### src/rtl/rom_rd_pkg.sv
// Shared types and constants for the ROM burst reader: FSM states, fixed AXI
// encodings and the burst sizing helper that keeps bursts inside a 4KB page.
package rom_rd_pkg;

  typedef enum logic [1:0] {
    ST_IDLE   = 2'd0,
    ST_ADDR   = 2'd1,
    ST_DATA   = 2'd2,
    ST_FINISH = 2'd3
  } state_t;

  localparam logic [2:0]  ARSIZE_WORD = 3'b010;
  localparam logic [1:0]  BURST_INCR  = 2'b01;
  localparam logic [1:0]  RESP_OKAY   = 2'b00;
  localparam logic [12:0] PAGE_BYTES  = 13'd4096;

  // Beats for the next burst: bounded by words left, burst cap and the 4KB page.
  function automatic logic [4:0] burst_beats(input logic [15:0] remain,
                                             input logic [31:0] addr,
                                             input logic [4:0]  max_burst);
    logic [12:0] page_left;
    logic [10:0] page_words;
    logic [4:0]  b1;
    logic [4:0]  b2;
    page_left  = PAGE_BYTES - {1'b0, addr[11:0]};
    page_words = page_left[12:2];
    b1 = ({11'd0, max_burst} > remain) ? remain[4:0] : max_burst;
    b2 = ({6'd0, b1} > page_words) ? page_words[4:0] : b1;
    return b2;
  endfunction

endpackage

### src/rtl/rom_rd_fifo.sv
// Synchronous word FIFO for the reader's R-channel data; head word is visible
// combinationally on rdata whenever empty is low.
module rom_rd_fifo #(
  parameter int WIDTH = 32,
  parameter int DEPTH = 16
) (
  input  logic                       clk,
  input  logic                       rst,
  input  logic                       push,
  input  logic [WIDTH-1:0]           wdata,
  input  logic                       pop,
  output logic [WIDTH-1:0]           rdata,
  output logic                       full,
  output logic                       empty,
  output logic [$clog2(DEPTH):0]     free
);
  localparam int AW = $clog2(DEPTH);
  localparam int CW = AW + 1;

  logic [WIDTH-1:0] mem [DEPTH];
  logic [AW-1:0]    wr_ptr;
  logic [AW-1:0]    rd_ptr;
  logic [CW-1:0]    count;
  logic             push_ok;
  logic             pop_ok;

  assign push_ok = push & ~full;
  assign pop_ok  = pop & ~empty;
  assign full    = (count == CW'(DEPTH));
  assign empty   = (count == '0);
  assign free    = CW'(DEPTH) - count;
  assign rdata   = mem[rd_ptr];

  // Pointer and occupancy tracking; a simultaneous push and pop leaves count alone.
  always_ff @(posedge clk) begin
    if (rst) begin
      wr_ptr <= '0;
      rd_ptr <= '0;
      count  <= '0;
    end else begin
      if (push_ok) wr_ptr <= wr_ptr + AW'(1);
      if (pop_ok)  rd_ptr <= rd_ptr + AW'(1);
      if (push_ok && !pop_ok)      count <= count + CW'(1);
      else if (pop_ok && !push_ok) count <= count - CW'(1);
      else                         count <= count;
    end
  end

  // Storage array; contents need no reset because count gates visibility.
  always_ff @(posedge clk) begin
    if (push_ok) mem[wr_ptr] <= wdata;
  end

endmodule

### src/rtl/rom_burst_reader.sv
// AXI4 read master: splits a word-copy request into page-safe INCR bursts and
// streams the returned words out. Optional perf counters under ROM_RD_PERF_EN.
module rom_burst_reader
  import rom_rd_pkg::*;
#(
  parameter int         MAX_BURST  = 16,
  parameter int         FIFO_DEPTH = 16,
  parameter logic [3:0] ARID_VAL   = 4'h0
) (
  input  logic        ACLK,
  input  logic        ARESET,
  input  logic        req_valid,
  output logic        req_ready,
  input  logic [31:0] req_addr,
  input  logic [15:0] req_words,
  output logic [3:0]  ARID_M,
  output logic [31:0] ARADDR_M,
  output logic [3:0]  ARLEN_M,
  output logic [2:0]  ARSIZE_M,
  output logic [1:0]  ARBURST_M,
  output logic        ARVALID_M,
  input  logic        ARREADY_M,
  input  logic [3:0]  RID_M,
  input  logic [31:0] RDATA_M,
  input  logic [1:0]  RRESP_M,
  input  logic        RLAST_M,
  input  logic        RVALID_M,
  output logic        RREADY_M,
  output logic        out_valid,
  input  logic        out_ready,
  output logic [31:0] out_data,
  output logic        out_last,
  output logic        busy,
  output logic        done,
  output logic        err
`ifdef ROM_RD_PERF_EN
  ,
  output logic [31:0] perf_cycles,
  output logic [31:0] perf_stall
`endif
);
  localparam int FW = $clog2(FIFO_DEPTH) + 1;

  state_t        state;
  logic [31:0]   cur_addr;
  logic [15:0]   remain;
  logic [4:0]    burst_q;
  logic [4:0]    beat_cnt;
  logic [15:0]   total_m1;
  logic [15:0]   pop_cnt;
  logic          last_gone;
  logic [4:0]    beats_now;
  logic          fifo_full;
  logic          fifo_empty;
  logic [FW-1:0] fifo_free;
  logic          r_fire;
  logic          pop_fire;
  logic          finish_ok;
  logic          unused_ok;

  assign ARID_M    = ARID_VAL;
  assign ARSIZE_M  = ARSIZE_WORD;
  assign ARBURST_M = BURST_INCR;
  assign req_ready = (state == ST_IDLE);
  assign busy      = (state != ST_IDLE);
  assign RREADY_M  = (state == ST_DATA) & ~fifo_full;
  assign r_fire    = RVALID_M & RREADY_M;
  assign out_valid = ~fifo_empty;
  assign pop_fire  = out_valid & out_ready;
  assign out_last  = out_valid & (pop_cnt == total_m1);
  assign beats_now = burst_beats(remain, cur_addr, 5'(MAX_BURST));
  assign unused_ok = ^{RID_M, req_addr[1:0]};

  // Done once the final word has left and nothing else is buffered.
  assign finish_ok = (pop_fire & out_last & (fifo_free == FW'(FIFO_DEPTH - 1))) |
                     (last_gone & fifo_empty);

  rom_rd_fifo #(.WIDTH(32), .DEPTH(FIFO_DEPTH)) u_fifo (
    .clk   (ACLK),
    .rst   (ARESET),
    .push  (r_fire),
    .wdata (RDATA_M),
    .pop   (pop_fire),
    .rdata (out_data),
    .full  (fifo_full),
    .empty (fifo_empty),
    .free  (fifo_free)
  );

  // Request sequencing: AR issue is credit-gated on FIFO free space.
  always_ff @(posedge ACLK) begin
    if (ARESET) begin
      state     <= ST_IDLE;
      cur_addr  <= 32'd0;
      remain    <= 16'd0;
      burst_q   <= 5'd0;
      beat_cnt  <= 5'd0;
      total_m1  <= 16'd0;
      pop_cnt   <= 16'd0;
      last_gone <= 1'b0;
      ARVALID_M <= 1'b0;
      ARADDR_M  <= 32'd0;
      ARLEN_M   <= 4'd0;
      done      <= 1'b0;
      err       <= 1'b0;
    end else begin
      done <= 1'b0;
      if (pop_fire) begin
        pop_cnt <= pop_cnt + 16'd1;
        if (out_last) last_gone <= 1'b1;
      end
      case (state)
        ST_IDLE: begin
          if (req_valid) begin
            cur_addr  <= {req_addr[31:2], 2'b00};
            remain    <= (req_words == 16'd0) ? 16'd1 : req_words;
            total_m1  <= (req_words == 16'd0) ? 16'd0 : req_words - 16'd1;
            pop_cnt   <= 16'd0;
            last_gone <= 1'b0;
            err       <= 1'b0;
            state     <= ST_ADDR;
          end
        end
        ST_ADDR: begin
          if (ARVALID_M) begin
            if (ARREADY_M) begin
              ARVALID_M <= 1'b0;
              beat_cnt  <= 5'd0;
              state     <= ST_DATA;
            end
          end else if (32'(fifo_free) >= 32'(beats_now)) begin
            ARVALID_M <= 1'b1;
            ARADDR_M  <= cur_addr;
            ARLEN_M   <= 4'(beats_now - 5'd1);
            burst_q   <= beats_now;
          end
        end
        ST_DATA: begin
          if (r_fire) begin
            beat_cnt <= beat_cnt + 5'd1;
            if (RRESP_M != RESP_OKAY) err <= 1'b1;
            // The burst ends on RLAST regardless of how many beats arrived.
            if (RLAST_M) begin
              cur_addr <= cur_addr + {25'd0, burst_q, 2'b00};
              remain   <= remain - {11'd0, burst_q};
              state    <= (remain == {11'd0, burst_q}) ? ST_FINISH : ST_ADDR;
            end
          end
        end
        ST_FINISH: begin
          if (finish_ok) begin
            done  <= 1'b1;
            state <= ST_IDLE;
          end
        end
        default: state <= ST_IDLE;
      endcase
    end
  end

`ifdef ROM_RD_PERF_EN
  // Activity counters, cleared when a new request is taken and saturating.
  always_ff @(posedge ACLK) begin
    if (ARESET) begin
      perf_cycles <= 32'd0;
      perf_stall  <= 32'd0;
    end else if ((state == ST_IDLE) && req_valid) begin
      perf_cycles <= 32'd0;
      perf_stall  <= 32'd0;
    end else begin
      if (busy && (perf_cycles != 32'hFFFF_FFFF)) perf_cycles <= perf_cycles + 32'd1;
      if (out_valid && !out_ready && (perf_stall != 32'hFFFF_FFFF)) perf_stall <= perf_stall + 32'd1;
    end
  end
`endif

endmodule

### config.mk
export PLATFORM = sky130hd
export DESIGN_NAME = rom_burst_reader
export DESIGN_NICKNAME = d
export VERILOG_FILES = /design/src/rtl/rom_rd_pkg.sv /design/src/rtl/rom_rd_fifo.sv /design/src/rtl/rom_burst_reader.sv
export SDC_FILE = /design/constraint.sdc
export NUM_CORES = 1
export LEC_CHECK = 0
export BUFFER_PORTS_ARGS = -buffer_cell sky130_fd_sc_hd__buf_2
export CAP_MARGIN = 40
export CORE_UTILIZATION = 25
export CTS_CLUSTER_DIAMETER = 150
export DETAILED_ROUTE_END_ITERATION = 8
export PLACE_DENSITY_LB_ADDON = 0.15
export SETUP_SLACK_MARGIN = 0.5
export SKIP_CTS_REPAIR_TIMING = 1
export SYNTH_ARGS = -nofsm -noshare
export SYNTH_HDL_FRONTEND = slang
export SYNTH_SLANG_ARGS = --single-unit
### constraint.sdc
create_clock -name ACLK -period 14.59 [get_ports ACLK]
set_clock_uncertainty 0.2 [all_clocks]
set_input_delay 0.7295 -clock ACLK [delete_from_list [all_inputs] [get_ports ACLK]]
set_output_delay 0.7295 -clock ACLK [all_outputs]
set_load 0.005 [all_outputs]
==> out/metrics.cfg, run 1 <==
[outcome]
outcome = completed

[logic_synthesis]
async_flop_share = 0
netlist-cell-type-count = 79
synth_edf_count = 512
synth.cell_area_um2 = 27100
ys_seq_area_frac = 0.671
yosys_warnings = 0
synthFlopType = edfxtp_1
syn_inst = 1716
ys_ff_latch = 652
avgSynthCellArea_um2 = 15.8

[clock_network]
cts.clk_slew.worst_paths_ps = 60
numCtsBuffers = 78
clockRootBuffer = clkbuf_16
htreeDepth = 3
cts_tree = done
cts.sinks = 652
clock_latency_ps = 620
clockBufferDepth = 3

[timing]
fmax_mhz = 189
worstMarginPinSlew_ps = 998
setup_ws_ps = 9300
slew_headroom = 0.335
hold_viol_final = 0
final_max_slew_viol_count = 0
tns_ps = 0
setup_viol = 0
fin_crit_sh = 0.363
rsz0062_at_grt = no
fin_crit_ps = 5290
worst_hold_slack_ps = 181

[routing]
firstDrtPassIters = 5
drt_iter0_markers = 802
vias_per_cell = 4.62
vias = 15500
wl_per_cell_um = 22.2
totalWireLength_mm = 74.7
postRouteAntennaNets = 0
drc = 0

[global_routing]
grt_pass1_vias = 16300
met3_usage = 0.0299
antenna_found_initial = 10
gr-usage-met1 = 0.163
grt_first_pass_wirelength_mm = 109
gr-total-overflow = 0
grt_max_degree = 108
grtUsageMet2 = 0.244
grtUsageTotal = 0.136
gr-max-usage-layer = met2

[placed_design]
dp_hpwl_mm = 42.9
place_congestion = 0.779
pre_cts_ws_ps = 9260
port_buffers = 160

[critical_path]
reg2reg_depth = 19
reg2reg_to = ARLEN_M[2]
crit-reg2reg-launch = remain[8]
cp_max_fo = 36
crit_path_end_kind = flop
worstPathArrival_ps = 5590
cp-start-kind = flop
crit_type = flop to flop
required_ps = 14890
setup.worst_path.start = remain[8]
reg2reg_slack_ps = 9300

[layout]
multi_input_area_um2 = 8440
fillers = 10700
area_growth_pct = 18.8
nNetsFinal = 2026
drive_gt1_frac = 0.263
seqCellArea_um2 = 18200
fin_util = 0.300

[power]
vdd_drop_max_mv = 0.0933
p_per_area_nw_per_um2 = 157
p_leak_nw = 10.5

[hold_path]
whs_path_depth = 2
hold_start = req_words[0]
hold_end = total_m1[0]
hp-class = input pin to flop

[die]
die_w_um = 331
num_rows = 120
die-area_um2 = 110000
start_util = 0.253
die_y_um = 331
core_region_area_um2 = 107000
io_pins = 178

[run]
drv_cap = 0

flip-flops by register name, summed over array words and instances (netlist names), named ones only:
signal         cells
state              2
cur_addr          30
u_fifo.count       5
ARVALID_M          1
ARLEN_M            4
total_m1          16
ARADDR_M          30
done               1
u_fifo.mem       512
u_fifo.rd_ptr      4
burst_q            5
u_fifo.wr_ptr      4
pop_cnt           16
remain            16
last_gone          1
err                1
cell usage in the layout, fill, tap and decap left out, drive strengths merged, types with 11 or more instances in the layout:
cell	count
o21ai	50
inv	42
nand4	14
xor2	38
mux4	160
or3	11
xnor2	25
ha	37
conb	11
clkinv	26
nor4	21
edfxtp	512
a211oi	17
clkbuf	94
dfxtp	140
a21oi	67
buf	196
nand2	129
nor2b	11
mux2i	12
a311oi	12
nand3	22
and3	16
nor2	118
nor3	34
critical path, cell delays in order, from the launching register on:
cell and delay, ps:
dfxtp_1 370, or4_1 640, and4b_1 420, and2_1 180, inv_1 50, ha_1 160
nand3b_1 150, a21oi_1 180, nor2_1 110, nor3_2 400, mux2i_1 420, inv_1 80
ha_1 270, nand2b_1 140, a211oi_1 450, o31a_1 210, buf_4 380, nor3_1 110
a32oi_1 170, nand2_1 70
Yosys cell counts, types with 4 or more instances:
cell type | instances | area share
o41ai_1 | 4 | 0.0013
ha_1 | 37 | 0.017
nor3b_1 | 5 | 0.0014
o22ai_1 | 7 | 0.0016
a21o_1 | 9 | 0.0025
and2_1 | 9 | 0.0021
o21ai_0 | 28 | 0.0052
o21ai_1 | 20 | 0.0037
nor4_1 | 19 | 0.0044
buf_2 | 14 | 0.0026
buf_1 | 5 | 0.00069
nor2b_1 | 11 | 0.0025
edfxtp_1 | 512 | 0.57
nand3_1 | 22 | 0.0041
a31oi_1 | 8 | 0.0018
inv_1 | 35 | 0.0049
and3_1 | 16 | 0.0037
nand4_1 | 14 | 0.0032
mux2i_1 | 12 | 0.0044
a221oi_1 | 4 | 0.0013
nand2_1 | 129 | 0.018
nor2_1 | 118 | 0.016
buf_4 | 11 | 0.0030
a21oi_1 | 67 | 0.012
dfxtp_1 | 140 | 0.10
xor2_1 | 38 | 0.012
a311oi_1 | 12 | 0.0039
xnor2_1 | 25 | 0.0081
nor3_1 | 33 | 0.0061
or3_1 | 11 | 0.0025
mux4_2 | 160 | 0.13
o31ai_1 | 4 | 0.0011
clkbuf_1 | 74 | 0.010
nand2b_1 | 9 | 0.0021
a211oi_1 | 16 | 0.0044
o221a_2 | 4 | 0.0017
area by class of cell:
class	instances	share of cell area
clock buffer	94	0.0628
sequential	652	0.565
tap	1403	0.0545
clock inverter	45	0.0152
antenna	1	0.0000777
multi-input combinational	928	0.262
inverter	37	0.00431
timing repair buffer	196	0.0357
power breakdown:
part           switching, mW  internal (mW)
logic                  0.539          0.456
registers             0.0865           2.07
clock network          0.783           1.12
per-layer routing:
metal	vias up	part of all wire	routed length (um)
li1	7064	-	-
met1	7973	0.41	30600
met2	349	0.52	38700
met3	121	0.049	3640
met4	14	0.022	1640
met5	-	0.0013	95
logic make-up (layout without fill, tap and decap cells):
| logic type | Yosys count | after routing | share of synthesized area |
|---|---|---|---|
| compound gates | 224 | 224 | 0.0546 |
| xor+xnor | 63 | 63 | 0.0204 |
| simple gates | 417 | 417 | 0.0730 |
| flops | 652 | 652 | 0.671 |
| mux | 173 | 173 | 0.138 |
| other cells | 2 | 12 | 0.000277 |
| fa+ha+maj | 40 | 40 | 0.0193 |
| buf+inv | 145 | 372 | 0.0235 |
worst max path at each step:
stage / slack (ps) / cells past startpoint / end
6_report: 9300 / 19 / ARLEN_M[2]
5_1_grt: 8770 / 19 / ARLEN_M[2]
3_5_place_dp: 9260 / 19 / ARLEN_M[2]
2_1_floorplan: 9910 / 9 / u_fifo.mem[3][0]
3_3_place_gp: 9170 / 19 / ARLEN_M[2]
4_1_cts: 9210 / 19 / ARLEN_M[2]
through the flow:
| step | total power [mW] | cells | cell area (um2) |
|---|---|---|---|
| final | 5.05 | 3356 | 32200 |
| after global routing | 5.31 | 3355 | 32200 |
| after CTS | 5.15 | 3355 | 32200 |
| after detailed placement | 3.22 | 3216 | 29700 |
| after global placement | 3.20 | 3210 | 29600 |
| after floorplan | 2.87 | 1725 | 27100 |
Note: power is estimated with default switching activity, not from simulation.
==> inputs of run 2 (changes only) <==
==> constraint.sdc (replaced) <==
create_clock -name ACLK -period 4.25 [get_ports ACLK]
set_clock_uncertainty 0.2 [all_clocks]
set_input_delay 0.2125 -clock ACLK [delete_from_list [all_inputs] [get_ports ACLK]]
set_output_delay 0.2125 -clock ACLK [all_outputs]
set_load 0.005 [all_outputs]
==> run 2 against run 1 <==
  * The flow now finishes with violations (hold timing, setup timing)
  * Non-clock buffer count is 151 higher
  * First-iteration DRC count is 16% higher
  * Hold slack worse by 210 ps
  * Sequential power rose to 3.4 times the previous value
  * Register-to-register slack got worse by 9400 ps
  * Cell area increased by 5.8%
  * Global-route usage increased by 0.17 points
  * Flip-flop and latch count did not move
  * Worst setup slack worse by 9400 ps
  * Combinational power rose to 4.3 times the previous value
  * Fmax rose by 21%
  * Clock power rose to 3.3 times the previous value
==> out/metrics.cfg, run 2 (synthesized netlist as in run 1, its figures left out) <==
[layout]
nNetsFinal = 2178
largest_reg_flops = 512
final_cell_area_um2 = 34000
final_common_cell = edfxtp_1
fin_util = 0.318
fillers = 10600
area_growth_pct = 25.7
regMostFlops = u_fifo.mem
top_regs = u_fifo.mem: 512 flops, ARADDR_M: 30 flops, cur_addr: 30 flops
layout_common_cells = edfxtp_1, buf_2, mux4_2
drive_gt1_frac = 0.294

[timing]
fin_crit_ps = 4390
worst_hold_slack_ps = -24.5
fin_crit_sh = 1.03
rsz0062_at_grt = yes
setup_viol = 38
setup_ws_ps = -136
worstMarginPinSlew_ps = 794
final_max_slew_viol_count = 0
hold_viol_final = 1
fmax_mhz = 228
slew_headroom = 0.471

[clock_network]
clockRootBuffer = clkbuf_16
cts.sinks = 652
cts_tree = done
cts.clk_slew.worst_paths_ps = 60
clockBufferDepth = 3
htreeDepth = 3
numCtsBuffers = 79
clock_latency_ps = 640

[power]
vdd_drop_max_mv = 0.307
clkPwrFrac = 0.354
seq_power_share = 0.410
intPower_mw = 12.8
power.switching_mw = 5.15
pwr-share-comb = 0.236
power.share.switching = 0.287
p_per_area_nw_per_um2 = 527
p_leak_nw = 11.2

[global_routing]
antenna_found_initial = 5
gr-total-overflow = 0
grtUsageTotal = 0.138
grt_first_pass_wirelength_mm = 111
grt_pass1_vias = 16700
grt_max_degree = 66

[routing]
firstDrtPassIters = 5
postRouteAntennaNets = 0
vias = 16200
totalWireLength_mm = 76.4
wl_per_cell_um = 21.8
drt_iter0_markers = 934
vias_per_cell = 4.63
drc = 0

[critical_path]
reg2reg_depth = 19
reg2reg_to = ARADDR_M[25]
crit_type = flop to flop
reg2reg_slack_ps = -140
crit_path_end_kind = flop
cp-start-kind = flop
required_ps = 4600
crit-reg2reg-launch = remain[11]
worstPathArrival_ps = 4740
cp_max_fo = 8

[placed_design]
dpl-instance-area_um2 = 30400
place_congestion = 0.776
port_buffers = 160
dp_hpwl_mm = 46.1

[die]
num_rows = 120
start_util = 0.253
die-area_um2 = 110000
die_y_um = 331
io_pins = 178
die_w_um = 331
core_region_area_um2 = 107000

[outcome]
violations = hold timing, setup timing
outcome = complete, but fails checks

[hold_path]
hold_end = u_fifo.wr_ptr[0]
whs_path_depth = 5
hp-class = input pin to flop
hold_start = RVALID_M

[run]
drv_cap = 0

run 2: cell types whose count changed in the layout (fill, tap and decap cells not counted), moves of 10 or more:
cell | before | now
buf_12 | 1 | 22
nand2_2 | 0 | 10
dlygate4sd3_1 | 0 | 89
buf_4 | 30 | 63
nand2_1 | 129 | 117
run 2: per-stage QoR:
step / hold WS [ps] / setup WS (ps) / power (mW) / instances / TNS (ps)
2_1_floorplan: 109 / 23.4 / 10.0 / 1725 / 0
3_3_place_gp: 246 / -66.4 / 11.4 / 3261 / -484
3_5_place_dp: 247 / -131 / 11.4 / 3266 / -2780
4_1_cts: -383 / -188 / 17.9 / 3411 / -4190
5_1_grt: 13.4 / -259 / 18.9 / 3512 / -8660
6_report: -24.5 / -136 / 17.9 / 3513 / -3160
run 2: worst max-delay path by stage:
stage	from	to	depth (start not counted)
6_report	remain[11]	ARADDR_M[25]	19
5_1_grt	remain[11]	ARADDR_M[25]	19
4_1_cts	remain[11]	burst_q[0]	19
3_5_place_dp	remain[11]	burst_q[0]	19
3_3_place_gp	remain[11]	ARLEN_M[2]	18
2_1_floorplan	remain[9]	ARADDR_M[10]	19
run 2: power groups by stage:
stage / Combinational, mW / Clock [mW] / Sequential [mW]
2_1_floorplan: 2.63 / 0 / 7.37
3_3_place_gp: 3.88 / 0 / 7.48
3_5_place_dp: 3.92 / 0 / 7.48
4_1_cts: 3.94 / 6.60 / 7.35
5_1_grt: 4.64 / 6.83 / 7.39
6_report: 4.24 / 6.36 / 7.35
run 2: final cells by class:
| class | instances | area (um2) | area share |
|---|---|---|---|
| Antenna cell | 1 | 2.50 | 0.0000735 |
| Sequential cell | 652 | 18200 | 0.534 |
| Inverter | 37 | 139 | 0.00408 |
| Multi-Input combinational cell | 928 | 8660 | 0.254 |
| Timing Repair Buffer | 347 | 2840 | 0.0833 |
| Clock inverter | 45 | 357 | 0.0105 |
| Tap cell | 1403 | 1760 | 0.0516 |
| Clock buffer | 100 | 2100 | 0.0616 |
run 2: critical path: stages, from the launching register on:
cell and delay [ps]:
dfxtp_2 320, or4_4 520, and4b_2 400, and2_4 190, inv_2 40, ha_4 140, nand3b_1 160, a21oi_2 170
nor2_2 80, nor3_4 270, mux2i_2 260, inv_1 60, ha_1 260, nand2b_4 150, a211oi_4 250, o31a_1 280
buf_12 190, buf_12 140, nand2_1 50, a21oi_1 150
run 2: metal layers:
layer  vias to the layer above  track usage  share of wire
met2                       361        0.234           0.49
met1                      8395        0.177           0.44
met4                         6       0.0395          0.025
met5                         -            0        0.00063
met3                       125       0.0288          0.039
li1                       7361            -              -
